### src/rtl/ecc_scrub_ctrl.sv
// ecc_scrub_ctrl
//   Background scrubber for a Hamming (SEC) protected RAM. It walks addresses
//   0..DEPTH-1 at a programmable idle rate, recomputes each word's syndrome,
//   writes back corrected codewords and reports errors. It also shares the
//   single RAM port with the user path. The user always wins and is never
//   stalled; the scrubber only uses cycles where user_req is low.
//
//   Optional build macro: ECC_SCRUB_STATS_EN
//     When defined, the corr_cnt and uncorr_cnt counters and the err_addr
//     register are built. When undefined, those outputs are tied to 0.
//
// Ports
//   clk, rst_n              clock, synchronous active-low reset
//   scrub_en                enable the scrubber (low = pure pass-through)
//   user_req/we/addr/wdata  user RAM access, forwarded to mem_* in the same cycle
//   user_rdata              mem_rdata pass-through
//   mem_req/we/addr/wdata   shared RAM port
//   mem_rdata               RAM read data, READ_LATENCY cycles after a read
//   scrub_busy              high in every state except IDLE
//   err_valid/err_uncorr    one-cycle error pulse; err_uncorr=1 means uncorrectable
//   err_addr                address of the most recently reported error
//   pass_done               one-cycle pulse when the address wraps to 0
//   corr_cnt/uncorr_cnt     saturating error counters
module ecc_scrub_ctrl #(
   parameter int DATA_WIDTH     = 8,
   parameter int ADDR_WIDTH     = 8,
   parameter int DEPTH          = 256,
   parameter int SCRUB_INTERVAL = 1024,
   parameter int READ_LATENCY   = 1,
   // smallest P with 2^P >= DATA_WIDTH+P+1
   localparam int P = (DATA_WIDTH <= 1)   ? 2 :
                      (DATA_WIDTH <= 4)   ? 3 :
                      (DATA_WIDTH <= 11)  ? 4 :
                      (DATA_WIDTH <= 26)  ? 5 :
                      (DATA_WIDTH <= 57)  ? 6 :
                      (DATA_WIDTH <= 120) ? 7 :
                      (DATA_WIDTH <= 247) ? 8 :
                      (DATA_WIDTH <= 502) ? 9 : 10,
   localparam int CODE_WIDTH = DATA_WIDTH + P
) (
   input  logic                  clk,
   input  logic                  rst_n,
   input  logic                  scrub_en,
   input  logic                  user_req,
   input  logic                  user_we,
   input  logic [ADDR_WIDTH-1:0] user_addr,
   input  logic [CODE_WIDTH-1:0] user_wdata,
   output logic [CODE_WIDTH-1:0] user_rdata,
   output logic                  mem_req,
   output logic                  mem_we,
   output logic [ADDR_WIDTH-1:0] mem_addr,
   output logic [CODE_WIDTH-1:0] mem_wdata,
   input  logic [CODE_WIDTH-1:0] mem_rdata,
   output logic                  scrub_busy,
   output logic                  err_valid,
   output logic                  err_uncorr,
   output logic [ADDR_WIDTH-1:0] err_addr,
   output logic                  pass_done,
   output logic [15:0]           corr_cnt,
   output logic [15:0]           uncorr_cnt
);

   localparam int IW = $clog2(SCRUB_INTERVAL + 1);
   localparam int LW = $clog2(READ_LATENCY + 1);
   localparam logic [IW-1:0]         INT_RELOAD = IW'(SCRUB_INTERVAL - 1);
   localparam logic [LW-1:0]         LAT_RELOAD = LW'(READ_LATENCY - 1);
   localparam logic [ADDR_WIDTH-1:0] LAST_ADDR  = ADDR_WIDTH'(DEPTH - 1);

   typedef enum logic [2:0] {S_IDLE, S_RD, S_WAIT, S_CHK, S_WB, S_NEXT} state_t;

   state_t                  state;
   logic [IW-1:0]           int_cnt;
   logic [LW-1:0]           lat_cnt;
   logic [ADDR_WIDTH-1:0]   scrub_addr;
   logic [CODE_WIDTH-1:0]   word;
   logic [P-1:0]            syn;
   logic                    correctable;
   logic [CODE_WIDTH-1:0]   flip_mask;
   logic                    abort;

   // XOR of the 1-based indices of all set bits
   function automatic logic [P-1:0] syndrome(input logic [CODE_WIDTH-1:0] w);
      logic [P-1:0] s;
      s = '0;
      for (int i = 0; i < CODE_WIDTH; i++)
         if (w[i]) s = s ^ P'(i + 1);
      return s;
   endfunction

   assign syn         = syndrome(word);
   assign correctable = (syn != '0) && (int'(syn) <= CODE_WIDTH);
   assign flip_mask   = CODE_WIDTH'(1) << (syn - 1'b1);

   // A user write to the word in flight makes our copy stale: drop it and re-read.
   assign abort = user_req && user_we && (user_addr == scrub_addr) &&
                  (state == S_WAIT || state == S_CHK || state == S_WB);

   assign scrub_busy = (state != S_IDLE);
   assign user_rdata = mem_rdata;

   // Port mux: user has absolute priority, scrubber fills idle cycles.
   always_comb begin
      mem_req   = 1'b0;
      mem_we    = 1'b0;
      mem_addr  = '0;
      mem_wdata = '0;
      if (user_req) begin
         mem_req   = 1'b1;
         mem_we    = user_we;
         mem_addr  = user_addr;
         mem_wdata = user_wdata;
      end else if (state == S_RD) begin
         mem_req   = 1'b1;
         mem_addr  = scrub_addr;
      end else if (state == S_WB) begin
         mem_req   = 1'b1;
         mem_we    = 1'b1;
         mem_addr  = scrub_addr;
         mem_wdata = word;
      end
   end

   always_ff @(posedge clk) begin
      if (!rst_n) begin
         state      <= S_IDLE;
         int_cnt    <= INT_RELOAD;
         lat_cnt    <= LAT_RELOAD;
         scrub_addr <= '0;
         word       <= '0;
         err_valid  <= 1'b0;
         err_uncorr <= 1'b0;
         pass_done  <= 1'b0;
      end else begin
         err_valid  <= 1'b0;
         err_uncorr <= 1'b0;
         pass_done  <= 1'b0;
         case (state)
            S_IDLE:
               if (scrub_en) begin
                  if (int_cnt == '0) begin
                     int_cnt <= INT_RELOAD;
                     state   <= S_RD;
                  end else begin
                     int_cnt <= int_cnt - 1'b1;
                  end
               end
            S_RD:
               if (!user_req) begin
                  lat_cnt <= LAT_RELOAD;
                  state   <= S_WAIT;
               end
            // capture is positional: user reads in WAIT never shift it
            S_WAIT:
               if (abort) state <= S_RD;
               else if (lat_cnt == '0) begin
                  word  <= mem_rdata;
                  state <= S_CHK;
               end else begin
                  lat_cnt <= lat_cnt - 1'b1;
               end
            S_CHK:
               if (abort) state <= S_RD;
               else if (syn == '0) state <= S_NEXT;
               else if (correctable) begin
                  word      <= word ^ flip_mask;
                  err_valid <= 1'b1;
                  state     <= S_WB;
               end else begin
                  err_valid  <= 1'b1;
                  err_uncorr <= 1'b1;
                  state      <= S_NEXT;
               end
            S_WB:
               if (abort) state <= S_RD;
               else if (!user_req) state <= S_NEXT;
            S_NEXT: begin
               if (scrub_addr == LAST_ADDR) begin
                  scrub_addr <= '0;
                  pass_done  <= 1'b1;
               end else begin
                  scrub_addr <= scrub_addr + 1'b1;
               end
               state <= S_IDLE;
            end
            default: state <= S_IDLE;
         endcase
      end
   end

`ifdef ECC_SCRUB_STATS_EN
   logic chk_err;
   assign chk_err = (state == S_CHK) && !abort && (syn != '0);

   always_ff @(posedge clk) begin
      if (!rst_n) begin
         corr_cnt   <= '0;
         uncorr_cnt <= '0;
         err_addr   <= '0;
      end else if (chk_err) begin
         err_addr <= scrub_addr;
         if (correctable) begin
            if (corr_cnt != 16'hFFFF) corr_cnt <= corr_cnt + 1'b1;
         end else begin
            if (uncorr_cnt != 16'hFFFF) uncorr_cnt <= uncorr_cnt + 1'b1;
         end
      end
   end
`else
   assign corr_cnt   = '0;
   assign uncorr_cnt = '0;
   assign err_addr   = '0;
`endif

endmodule
### config.mk
export PLATFORM = sky130hd
export DESIGN_NAME = ecc_scrub_ctrl
export DESIGN_NICKNAME = d
export VERILOG_FILES = /design/src/rtl/ecc_scrub_ctrl.sv
export SDC_FILE = /design/constraint.sdc
export NUM_CORES = 1
export LEC_CHECK = 0
export BUFFER_PORTS_ARGS = -buffer_cell sky130_fd_sc_hd__buf_2
export CAP_MARGIN = 20
export CORE_MARGIN = 3
export CORE_UTILIZATION = 45
export CTS_CLUSTER_DIAMETER = 200
export CTS_CLUSTER_SIZE = 16
export DETAILED_ROUTE_END_ITERATION = 10
export HOLD_SLACK_MARGIN = 0.05
export PLACE_DENSITY = 0.75
export REMOVE_ABC_BUFFERS = 1
export SETUP_SLACK_MARGIN = 0.02
export SYNTH_ARGS = -nofsm -noshare
export SYNTH_HDL_FRONTEND = slang
export SYNTH_SLANG_ARGS = --single-unit
### constraint.sdc
create_clock -name clk -period 2.68 [get_ports clk]
set_input_delay 0.268 -clock clk [delete_from_list [all_inputs] [get_ports clk]]
set_output_delay 0.268 -clock clk [all_outputs]
set_load 0.005 [all_outputs]
Word level (Yosys, flattened, before mapping)
Cells that the tools add are included.
{"block": "totals", "register_bits": 38, "word_cells": 114, "out_inout_bits": 78, "inputBits": 37}
{"block": "classes", "reduce_logical": 20, "muxes": 49, "n_addsub": 4, "eq_ne": 17, "magnitude_cmp": 1, "shifts": 1, "bitwise": 14}
{"cell": "$mux W12", "n": 8}
{"cell": "$mux W3", "n": 12}
{"cell": "$mux W8", "n": 4}
{"cell": "$pmux W12 S2", "n": 1}
{"cell": "$mux W4", "n": 5}
{"cell": "$ne A2 B2 Y1 const B", "n": 8}
{"cell": "$pmux W3 S5", "n": 1}
{"cell": "$mux W1", "n": 14}
{"cell": "$not A2 Y2", "n": 6}
{"cell": "$shl A1 B4 Y12 const A", "n": 1}
{"cell": "$xor A12 B12 Y12", "n": 1}
{"cell": "$logic_not A11 Y1", "n": 1}
{"cell": "$mux W11", "n": 1}
{"cell": "$sub A11 B1 Y11 const B", "n": 1}
{"cell": "$add A8 B1 Y8 const B", "n": 1}
{"cell": "$eq A8 B8 Y1", "n": 1}
{"cell": "$eq A8 B8 Y1 const B", "n": 1}
{"cell": "$eq A3 B2 Y1 const B", "n": 2}
{"cell": "$eq A3 B3 Y1 const B", "n": 2}
{"cell": "$ne A3 B3 Y1 const B", "n": 2}
{"cell": "$not A3 Y3", "n": 2}
{"cell": "$reduce_and A6 Y1", "n": 1}
{"cell": "$reduce_and A5 Y1", "n": 1}
{"cell": "$le A4 B4 Y1 const B", "n": 1}
{"cell": "other kinds (18)", "n": 28}

Depth between registers and ports, before layout
Gate-level depths: netlist (run 1).
{"block": "depth", "ltp_word": 27, "depth_mapped": 8}

Worst setup path after synthesis (run 1)
No wires, ideal clock.
{"block": "synth_timing", "path_kind": "register to register", "start": "register word[0]", "end": "register word[2]", "arrival_time_ns": 2.368, "path_buffers": 1, "stages_incl_launch_ff": 8, "setup_slack_ns": 0.194, "t_required_ns": 2.563, "setup_ns": 0.117, "cell_sequence": "dfxtp_1 > xor3_2 > xnor3_2 > or2_4 > o31a_1 > and3_4 > buf_6 > a32o_1"}
{"block": "synth_between", "elab_chain_len": 24, "elab_cells_between_ends": 31, "cone_classes": "1 x add/sub; 1 x order compare; 2 x eq/ne; 1 x shift; 16 x mux; 6 x bitwise; 4 x reduce/logical"}
{"element": "from (decl)", "line_no": "75", "text": "logic [CODE_WIDTH-1:0] word;"}
{"element": "from (signal assigned)", "line_no": "156", "text": "word <= mem_rdata;"}
{"element": "from (signal assigned)", "line_no": "165", "text": "word <= word ^ flip_mask;"}
{"element": "$mux W1 (*)", "line_no": "86", "text": "if (w[i]) s = s ^ P'(i + 1);"}
{"element": "$mux W2 (*)", "line_no": "86"}
{"element": "$not A2 Y2 (no line)"}
{"element": "$mux W2 (*)", "line_no": "86"}
{"element": "$mux W3 (*)", "line_no": "86"}
{"element": "$not A2 Y2 (no line)"}
{"element": "$mux W3 (*) (2 in series)", "line_no": "86"}
{"element": "$not A3 Y3 (no line)"}
{"element": "(+6 left out)"}
{"element": "$mux W4 (*) (2 in series)", "line_no": "86"}
{"element": "$sub A4 B1 Y4", "line_no": "92", "text": "assign flip_mask = CODE_WIDTH'(1) << (syn - 1'b1);"}
{"element": "$shl A1 B4 Y12", "line_no": "92"}
{"element": "$xor A12 B12 Y12", "line_no": "165"}
{"element": "$mux W12", "line_no": "164", "text": "else if (correctable) begin"}
{"element": "$mux W12", "line_no": "163", "text": "else if (syn == '0) state <= S_NEXT;"}
{"element": "$mux W12", "line_no": "162", "text": "if (abort) state <= S_RD;"}
{"element": "$pmux W12 S2", "line_no": "137", "text": "case (state)"}
Every way passes the cells marked *; elsewhere a longest branch is shown, timed or not. The select of a mux whose other input is x is not followed.
A chain may end at the register's enable or synchronous reset.

Final worst setup path (run 1)
{"block": "layout_timing", "start": "register word[0]", "end": "register word[6]"}
The elaborated chain is that of the path after synthesis.

==> impl_metrics.toml, run 1 <==
[timing]
worstMarginPinSlew_ns = 0.642
timing.fmax_mhz = 405
final.setup.tns_ns = 0
slew_headroom_pct = 57.0
setup_violations = 0
fin_skew_ns = 0.00744
post-route-period-util_pct = 92.0
hold_viol_final = 0
rsz0062_at_grt = "false"
min_period_ns = 2.47
drv_slew = 0

[floorplanning]
ios = 115
start_util_pct = 47.6
coreArea_um2 = 6060
die_width_um = 86.1
floorplan.die_area_um2 = 7410
rows = 28
die_h_um = 86.1

[global_routing]
grt-ovfl-total = 0
grt_pass1_wl_um = 10700
grt_max_degree = 27
grt_use_total_pct = 17.5
grt_pass1_vias = 2374
antenna_found_initial = 0

[clock_network]
root_buffer = "clkbuf_8"
clk_pin_slew_worst_paths_ns = 0.07
cts-resized-gates = 0
clkSinkCount = 37
clk_latency_ns = 0.28
numCtsBuffers = 5
clock_path_buffers = 2
cts_setup_buffers = 0
cts_hold_buf = 0
cts_tree = "yes"
cts_max_level = 2

[detailed_routing]
drt_pass1_iterations = 4
routed_wl_um = 6690
ant_nets = 0
vias = 2506
drtIter0Drc = 142
post-route-drc-count = 0
wl_per_cell_um = 14.0
via_per_inst = 5.26

[critical_path]
slowest_delay_ns = 0.53
reg2regPathDepth = 6
cp_max_fo = 11
endpoint_kind = "flop"
cp.depth = 6
cpMaxStageDelayCell = "xor3_2"
critical_path_class = "flop to flop"
path_buf_inv = 0
crit_arrival_ns = 2.64
cp_top_family = "XOR/XNOR gates"
critPathLaunchType = "flop"
critical_path_required_ns = 2.85
crit_chain = "xor3_2, xnor3_2, or2_4, o31a_1, and3_4, a32o_1"

[pwr]
power_per_cell_area_nw_per_um2 = 373
total_power_mw = 1.19
peakVddDrop_v = 0.000371
cellLeakagePower_nw = 1.43

[synthesis]
synth_cell_types = 49
synthTopCellsByArea = "dfxtp_1 (26%), buf_4 (14%), a22o_1 (6.7%)"
yosysSeqAreaShare_pct = 25.6
synth_async_sr_flop_share_pct = 0
syn_avg_cell_area_um2 = 8.37
syn-instance-count = 345
synthFlopType = "dfxtp_1"
ys_seq_elements = 37
synth_top_area_share_pct = 25.6
yosys.area.top_type = "dfxtp_1"
syn_area_um2 = 2890
synth-edff-count = 0
ys_warn_count = 0

[placement]
hpwl_um = 5160
gp_congestion = 0.851
port_buffers = 74

[hold_path]
hold_depth = 4
min_path_type = "input port to flop"

[finish]
antenna_cells = 0
nNetsFinal = 440
final_util_pct = 52.5
area_delta_synth_final_pct = 10.3
drive_gt1_share_pct = 25.2

[outcome]
run_status = "finished, final reports clean"

[run]
drv_cap = 0
-- cell type report --
cell class	instances	area, µm²
well taps	75	93.8
inverters	5	18.8
multi-input cells	266	1780
repair buffers	86	460
flip-flops and latches	37	741
clock buffers	7	86.3
fillers	558	2880
-- per-stage QoR --
| step | hold slack (ns) | setup slack [ns] | area (µm²) | instances |
|---|---|---|---|---|
| 2_1_floorplan | 0.344 | 0.283 | 2540 | 308 |
| 3_3_place_gp | 0.477 | 0.281 | 3100 | 469 |
| 3_5_place_dp | 0.491 | 0.228 | 3100 | 469 |
| 4_1_cts | 0.293 | 0.217 | 3180 | 476 |
| 5_1_grt | 0.312 | 0.0697 | 3180 | 476 |
| 6_report | 0.307 | 0.213 | 3180 | 476 |
-- worst paths after layout --
| check | from | to | slack [ns] |
|---|---|---|---|
| worst max-delay path | word[0] | word[6] | 0.21 |
| worst min-delay path | mem_rdata[1] | word[1] | 0.31 |
| worst max register to register | word[0] | word[6] | 0.21 |
| worst min register to register | int_cnt[10] | int_cnt[10] | 0.50 |
-- cell families (layout without fill, tap and decap cells) --
logic type	after synthesis	count (layout)	synth area share (%)
xor gates and xnor gates	43	43	17.1
DFF	37	37	25.6
adders and majority gates	2	2	0.866
other	1	40	0.130
buffers and inverters	81	98	17.6
muxes	1	1	0.347
AOI/OAI and AO/OA	75	75	20.5
and+or+nand+nor	105	105	17.8
-- worst register-to-register path: cells and delay by family, from the launching register on --
kind	cells	cell delay, ns
DFF	1	0.38
AOI/OAI and AO/OA	2	0.54
xor gates and xnor gates	2	0.93
and+or+nand+nor	2	0.52
-- power breakdown --
| part | internal, mW | switching (mW) | total (mW) | leakage [nW] |
|---|---|---|---|---|
| clock network | 0.204 | 0.186 | 0.390 | 0.0443 |
| registers | 0.559 | 0.0207 | 0.580 | 0.299 |
| logic | 0.103 | 0.117 | 0.219 | 1.09 |
-- layout by cell type (no fill, tap or decap), types with 8 or more instances in the layout --
master	Yosys	final
buf_2	2	74
nor4_1	9	9
nand2_1	38	38
o21ai_0	11	11
a22o_1	22	22
xor2_1	17	17
xnor2_1	18	18
o41ai_1	8	8
a32o_1	11	11
buf_4	52	12
nor2_1	20	20
nor3_1	11	11
dfxtp_1	37	37
conb_1	1	40
-- registers in the layout (all words and copies together) (netlist names) --
name / cells
pass_done: 1
word: 12
int_cnt: 11
scrub_addr: 8
err_valid: 1
state: 3
err_uncorr: 1
-- synth_stat cells (4+ instances only) --
cell type  number
nand3_1         4
o21ai_0        11
xor2_1         17
and3_1          4
buf_4          52
o41ai_1         8
xnor2_1        18
nand2_1        38
nand4_1         4
a32o_1         11
inv_1           5
a22o_1         22
a21oi_1         4
dfxtp_1        37
a31oi_1         5
nor3_1         11
nor2_1         20
clkbuf_1       21
nor4_1          9
-- per-layer routing --
layer	global-route usage (%)	vias up	part of all wire [%]
met2	30.6	89	49
met1	22.1	1157	43
met5	0	-	0
li1	-	1254	-
met3	3.36	6	7.2
met4	4.46	0	0.58
No activity file was read; power rests on OpenSTA's default activity.
==> inputs of run 2 (changes only) <==
CORE_UTILIZATION = 49   (was 45)
PLACE_DENSITY = 0.78   (was 0.75)
clock period = 2.5 ns   (was 2.68 ns; I/O delays follow)
==> run 2 against run 1 <==
Largest power group unchanged. Global-route usage grew 2.3 points. Clock skew down 0.00064 ns. Sequential share of layout area decreased by 0.17 points. Clock power grew 9.2%. Via count rose by 1.9%. Maximum frequency is 3.8% higher. Core utilization increased by 4.7 points. Highest routed layer unchanged.
==> impl_metrics.toml, run 2 (synthesis gave the netlist of run 1 again) <==
[placement]
gp_congestion = 0.952
port_buffers = 74
post-place-ws_ns = 0.123
hpwl_um = 5170

[floorplanning]
coreArea_um2 = 5610
die_h_um = 82.8
start_util_pct = 51.5
floorplan.die_area_um2 = 6850
ios = 115
rows = 27
die_width_um = 82.8

[detailed_routing]
routed_wl_um = 6780
wl_per_cell_um = 14.2
post-route-drc-count = 0
drtIter0Drc = 129
vias = 2553
ant_nets = 0
via_per_inst = 5.36
drt_pass1_iterations = 5

[clock_network]
numCtsBuffers = 5
clk_latency_ns = 0.30
cts_tree = "yes"
clkSinkCount = 37
cts_max_level = 2
clk_pin_slew_worst_paths_ns = 0.07
root_buffer = "clkbuf_8"
clock_path_buffers = 2

[pwr]
cellLeakagePower_nw = 1.45
peakVddDrop_v = 0.000374
power_per_cell_area_nw_per_um2 = 401

[critical_path]
endpoint_kind = "flop"
crit_chain = "xor3_2, xnor3_2, or2_4, o31a_1, and3_4, a32o_1"
crit_arrival_ns = 2.56
cp_top_family = "XOR/XNOR gates"
cp_max_fo = 11
slowest_delay_ns = 0.47
critical_path_class = "flop to flop"
critical_path_required_ns = 2.69
ff2ff_setup_slack_ns = 0.12
path_buf_inv = 0
critPathLaunchType = "flop"
cpMaxStageDelayCell = "xor3_2"

[timing]
hold_viol_final = 0
rsz0062_at_grt = "false"
worstMarginPinSlew_ns = 0.603
min_period_ns = 2.38
timing.fmax_mhz = 421
drv_slew = 0
setup_violations = 0
slew_headroom_pct = 59.6
post-route-period-util_pct = 95.1
setup_slack_ns = 0.123
final.setup.tns_ns = 0
fin_skew_ns = 0.00680

[finish]
regMostFlops = "word"
nNetsFinal = 443
reg_top3 = "word (12), int_cnt (11), scrub_addr (8)"
final_common_cell = "buf_2"
mostFrequentLayoutCells = "buf_2 (74), conb_1 (40), nand2_1 (38), dfxtp_1 (37), a22o_1 (22)"
drive_gt1_share_pct = 26.0
nFillCells = 555
area_delta_synth_final_pct = 11.1
largest_reg_flops = 12
antenna_cells = 0

[hold_path]
min_path_type = "input port to flop"

[global_routing]
antenna_found_initial = 0
grt_use_total_pct = 19.9
grt-ovfl-total = 0
grt_pass1_wl_um = 10400
grt_pass1_vias = 2247
grt_max_degree = 26

[outcome]
run_status = "finished, final reports clean"

[run]
drv_cap = 0
run 2: final cells by class:
cell class	instances	area [µm²]	share of cell area (%)
multi-input cells	266	1790	55.8
flip-flops and latches	37	741	23.1
well taps	72	90.1	2.81
repair buffers	89	483	15.1
inverters	5	18.8	0.585
clock buffers	7	86.3	2.69
run 2: routing by layer:
layer	wire, µm	vias up	GRT usage, %
met3	440	12	3.46
met4	93	0	8.01
met1	2990	1195	24.8
li1	-	1257	-
met2	3250	89	33.9
met5	0	-	0
run 2: what timing repair did:
| action | 4_1_cts | 5_1_grt |
|---|---|---|
| setup buffers | 0 | 0 |
| resized for setup | 0 | 1 |
| endpoints found under the setup margin | 0 | 6 |
| hold buffers | 0 | 0 |
run 2: power by group:
group	leakage, nW	total, mW	internal [mW]	switching (mW)
combinational	1.11	0.246	0.111	0.134
clock	0.0443	0.426	0.219	0.208
sequential	0.299	0.614	0.599	0.0148
total	1.45	1.29	0.929	0.357
run 2: final timing paths:
path / from / endpoint / depth (start not counted)
hold / removal: mem_rdata[1] / word[1] / 4
setup reg to reg: word[0] / word[3] / 6
hold reg to reg: int_cnt[10] / int_cnt[10] / 1
setup / recovery: word[0] / word[3] / 6
run 2: per-stage QoR:
step,hold slack (ns),util [%],std cells,cell area [µm²],power [mW]
4_1_cts,0.267,57.1,476,3200,1.29
5_1_grt,0.292,57.2,476,3210,1.35
3_3_place_gp,0.478,55.6,469,3120,0.864
2_1_floorplan,0.326,-,308,2540,0.753
3_5_place_dp,0.489,55.6,469,3120,0.870
6_report,0.269,57.2,476,3210,1.29
run 2: worst reg2reg max path: cells and delay by family, from the launching register on:
kind,cells,cell delay (ns)
flip-flops,1,0.38
XOR/XNOR,2,0.85
AO/OA/AOI/OAI,2,0.53
AND/OR/NAND/NOR,2,0.51
==> inputs of run 3 (changes only) <==
ABC_AREA = 1   (was unset)
CORE_ASPECT_RATIO = 1.5   (was unset)
CORE_UTILIZATION = 51   (was 49)
PLACE_DENSITY = 0.79   (was 0.78)
==> run 3 against run 2 <==
Synthesized cell count increased by 58%. Sequential power decreased by 3%. Sequential share of layout area decreased by 2.0 points. Clock skew increased by 0.0028 ns. Routed wire length increased by 22%. Combinational power decreased by 40%. Highest routed layer unchanged.
==> impl_metrics.toml, run 3 <==
[outcome]
run_status = "finished, final reports clean"

[floorplanning]
floorplan.die_area_um2 = 7330
coreArea_um2 = 5960
ios = 115
rows = 34
start_util_pct = 54.2
die_h_um = 103
die_width_um = 70.9

[placement]
hpwl_um = 6510
gp_congestion = 0.921
port_buffers = 74

[global_routing]
antenna_found_initial = 0
grt_pass1_wl_um = 13600
grt_use_total_pct = 22.9
grt_max_degree = 22
grt-ovfl-total = 0
grt_pass1_vias = 3188

[timing]
worstMarginPinSlew_ns = 0.516
post-route-period-util_pct = 84.7
min_period_ns = 2.12
hold_viol_final = 0
final.setup.tns_ns = 0
hold_slack_ns = 0.283
timing.fmax_mhz = 472
slew_headroom_pct = 65.5
setup_violations = 0
drv_slew = 0
fin_skew_ns = 0.00960
rsz0062_at_grt = "false"

[clock_network]
cts-resized-gates = 0
cts_hold_buf = 0
clk_latency_ns = 0.30
cts_tree = "yes"
cts_setup_buffers = 0
clock_path_buffers = 2
clk_pin_slew_worst_paths_ns = 0.08
clkSinkCount = 37
root_buffer = "clkbuf_8"
numCtsBuffers = 5
cts_max_level = 2

[critical_path]
endpoint_kind = "flop"
crit_arrival_ns = 2.30
reg2regPathDepth = 15
critPathLaunchType = "flop"
cp_max_fo = 21
ff2ff_setup_slack_ns = 0.38
critical_path_required_ns = 2.69
cpMaxStageDelayCell = "dfxtp_1"
rr_endpoint = "word[3]"
critical_path_class = "flop to flop"
crit_path_frequent_cell = "nand2_1"
crit_chain = "inv_2, nand2_1, nand2_2, inv_2, nand2_1, nand2_1, nand2_1, nand2_1, nand2_1, nand2_2, nand3_4, nand3_4, nand2_1, nand2_1, nor2_1"
reg2reg_from = "word[9]"
slowest_delay_ns = 0.44

[finish]
final_common_cell = "nand2_1"
antenna_cells = 0
drive_gt1_share_pct = 19.5
nNetsFinal = 642
mostFrequentLayoutCells = "nand2_1 (174), buf_2 (74), nor2_1 (70), inv_1 (42), conb_1 (40)"
area_delta_synth_final_pct = 9.04
nFillCells = 627
final_util_pct = 59.1
regMostFlops = "word"
largest_reg_flops = 12
reg_top3 = "word (12), int_cnt (11), scrub_addr (8)"

[detailed_routing]
post-route-drc-count = 0
drt_pass1_iterations = 4
routed_wl_um = 8290
wl_per_cell_um = 12.3
vias = 3407
via_per_inst = 5.04
drtIter0Drc = 199
ant_nets = 0

[synthesis]
syn-instance-count = 544
synthTopCellsByCount = "nand2_1 (174), nor2_1 (70), buf_4 (53)"
yosysSeqAreaShare_pct = 23.0
ys_warn_count = 0
synthTopCellsByArea = "dfxtp_1 (23%), nand2_1 (20%), buf_4 (12%)"
synth_cell_types = 35
synth_top_area_share_pct = 23.0
synth_most_common_cell = "nand2_1"
synthFlopType = "dfxtp_1"
syn_area_um2 = 3230
ys_seq_elements = 37
yosys.area.top_type = "dfxtp_1"
syn_avg_cell_area_um2 = 5.93
synth-edff-count = 0
synth_async_sr_flop_share_pct = 0

[hold_path]
min_path_type = "input port to flop"
hold_depth = 5
worstHoldEndpoint = "word[10]"
hp-start = "mem_rdata[10]"

[run]
drv_cap = 0

[pwr]
cellLeakagePower_nw = 1.81
power_per_cell_area_nw_per_um2 = 370
peakVddDrop_v = 0.000309
==> run 3: cell types whose count changed after synthesis, sizes merged, moves of 8 or more <==
cell / delta
o41ai: -8
xor2: -11
o21ai: +20
nor2: +52
clkbuf: -15
xnor2: -13
nand4: +8
nand3: +38
a32o: -11
a22o: -22
nand2: +150
inv: +46
==> run 3: where the power goes <==
group | internal (mW) | switching [mW] | total, mW
registers | 0.592 | 0.00229 | 0.594
logic | 0.0606 | 0.0869 | 0.148
clock network | 0.325 | 0.234 | 0.559
total | 0.977 | 0.324 | 1.30
==> run 3: worst max-delay path, delay by kind of cell, from the launching register on <==
kind                   cells  cell delay (ns)
buffers and inverters      2             0.13
DFF                        1             0.44
and+or+nand+nor           13             1.43
==> run 3: kinds of logic (layout without fill, tap and decap cells) <==
family                   after synthesis  in the layout  share of synthesized area (%)
AND/OR/NAND/NOR                      332            332                           45.5
buffers and inverters                116            137                           20.3
AO/OA/AOI/OAI                         45             45                           7.33
flip-flops                            37             37                           23.0
XOR/XNOR                              11             11                           2.99
adder cells (fa/ha/maj)                2              2                          0.776
other                                  1             40                          0.116
==> run 3: area by class of cell <==
type	count	area, µm²	share of cell area (%)
clock buffer	6	82.6	2.35
clock inverter	2	37.5	1.07
inverter	52	198	5.62
multi-input combinational	430	1980	56.2
sequential	37	741	21.1
tap	72	90.1	2.56
timing repair buffer	77	393	11.2
==> run 3: through the flow <==
| step | setup slack (ns) | std cells | total power [mW] | area, µm² |
|---|---|---|---|---|
| 2_1_floorplan | 0.619 | 519 | 0.672 | 2910 |
| 3_3_place_gp | 0.550 | 668 | 0.752 | 3400 |
| 3_5_place_dp | 0.439 | 668 | 0.754 | 3400 |
| 4_1_cts | 0.383 | 676 | 1.30 | 3520 |
| 5_1_grt | 0.162 | 676 | 1.35 | 3520 |
| 6_report | 0.384 | 676 | 1.30 | 3520 |
==> run 3: worst max-delay path by stage <==
stage,to,startpoint,cells after the start,slack (ns)
floorplan,word[0],state[1],9,0.62
global placement,word[9],word[9],15,0.55
detailed placement,word[0],word[9],15,0.44
CTS,word[3],word[9],15,0.38
global route,word[3],word[9],15,0.16
finish,word[3],word[9],15,0.38
==> run 3: metal layers <==
layer | vias up | wire length [µm] | track usage [%]
li1 | 1741 | - | -
met1 | 1531 | 3110 | 22.7
met2 | 114 | 4460 | 45.7
met3 | 21 | 495 | 3.48
met4 | 0 | 222 | 11.3
met5 | - | 0 | 0
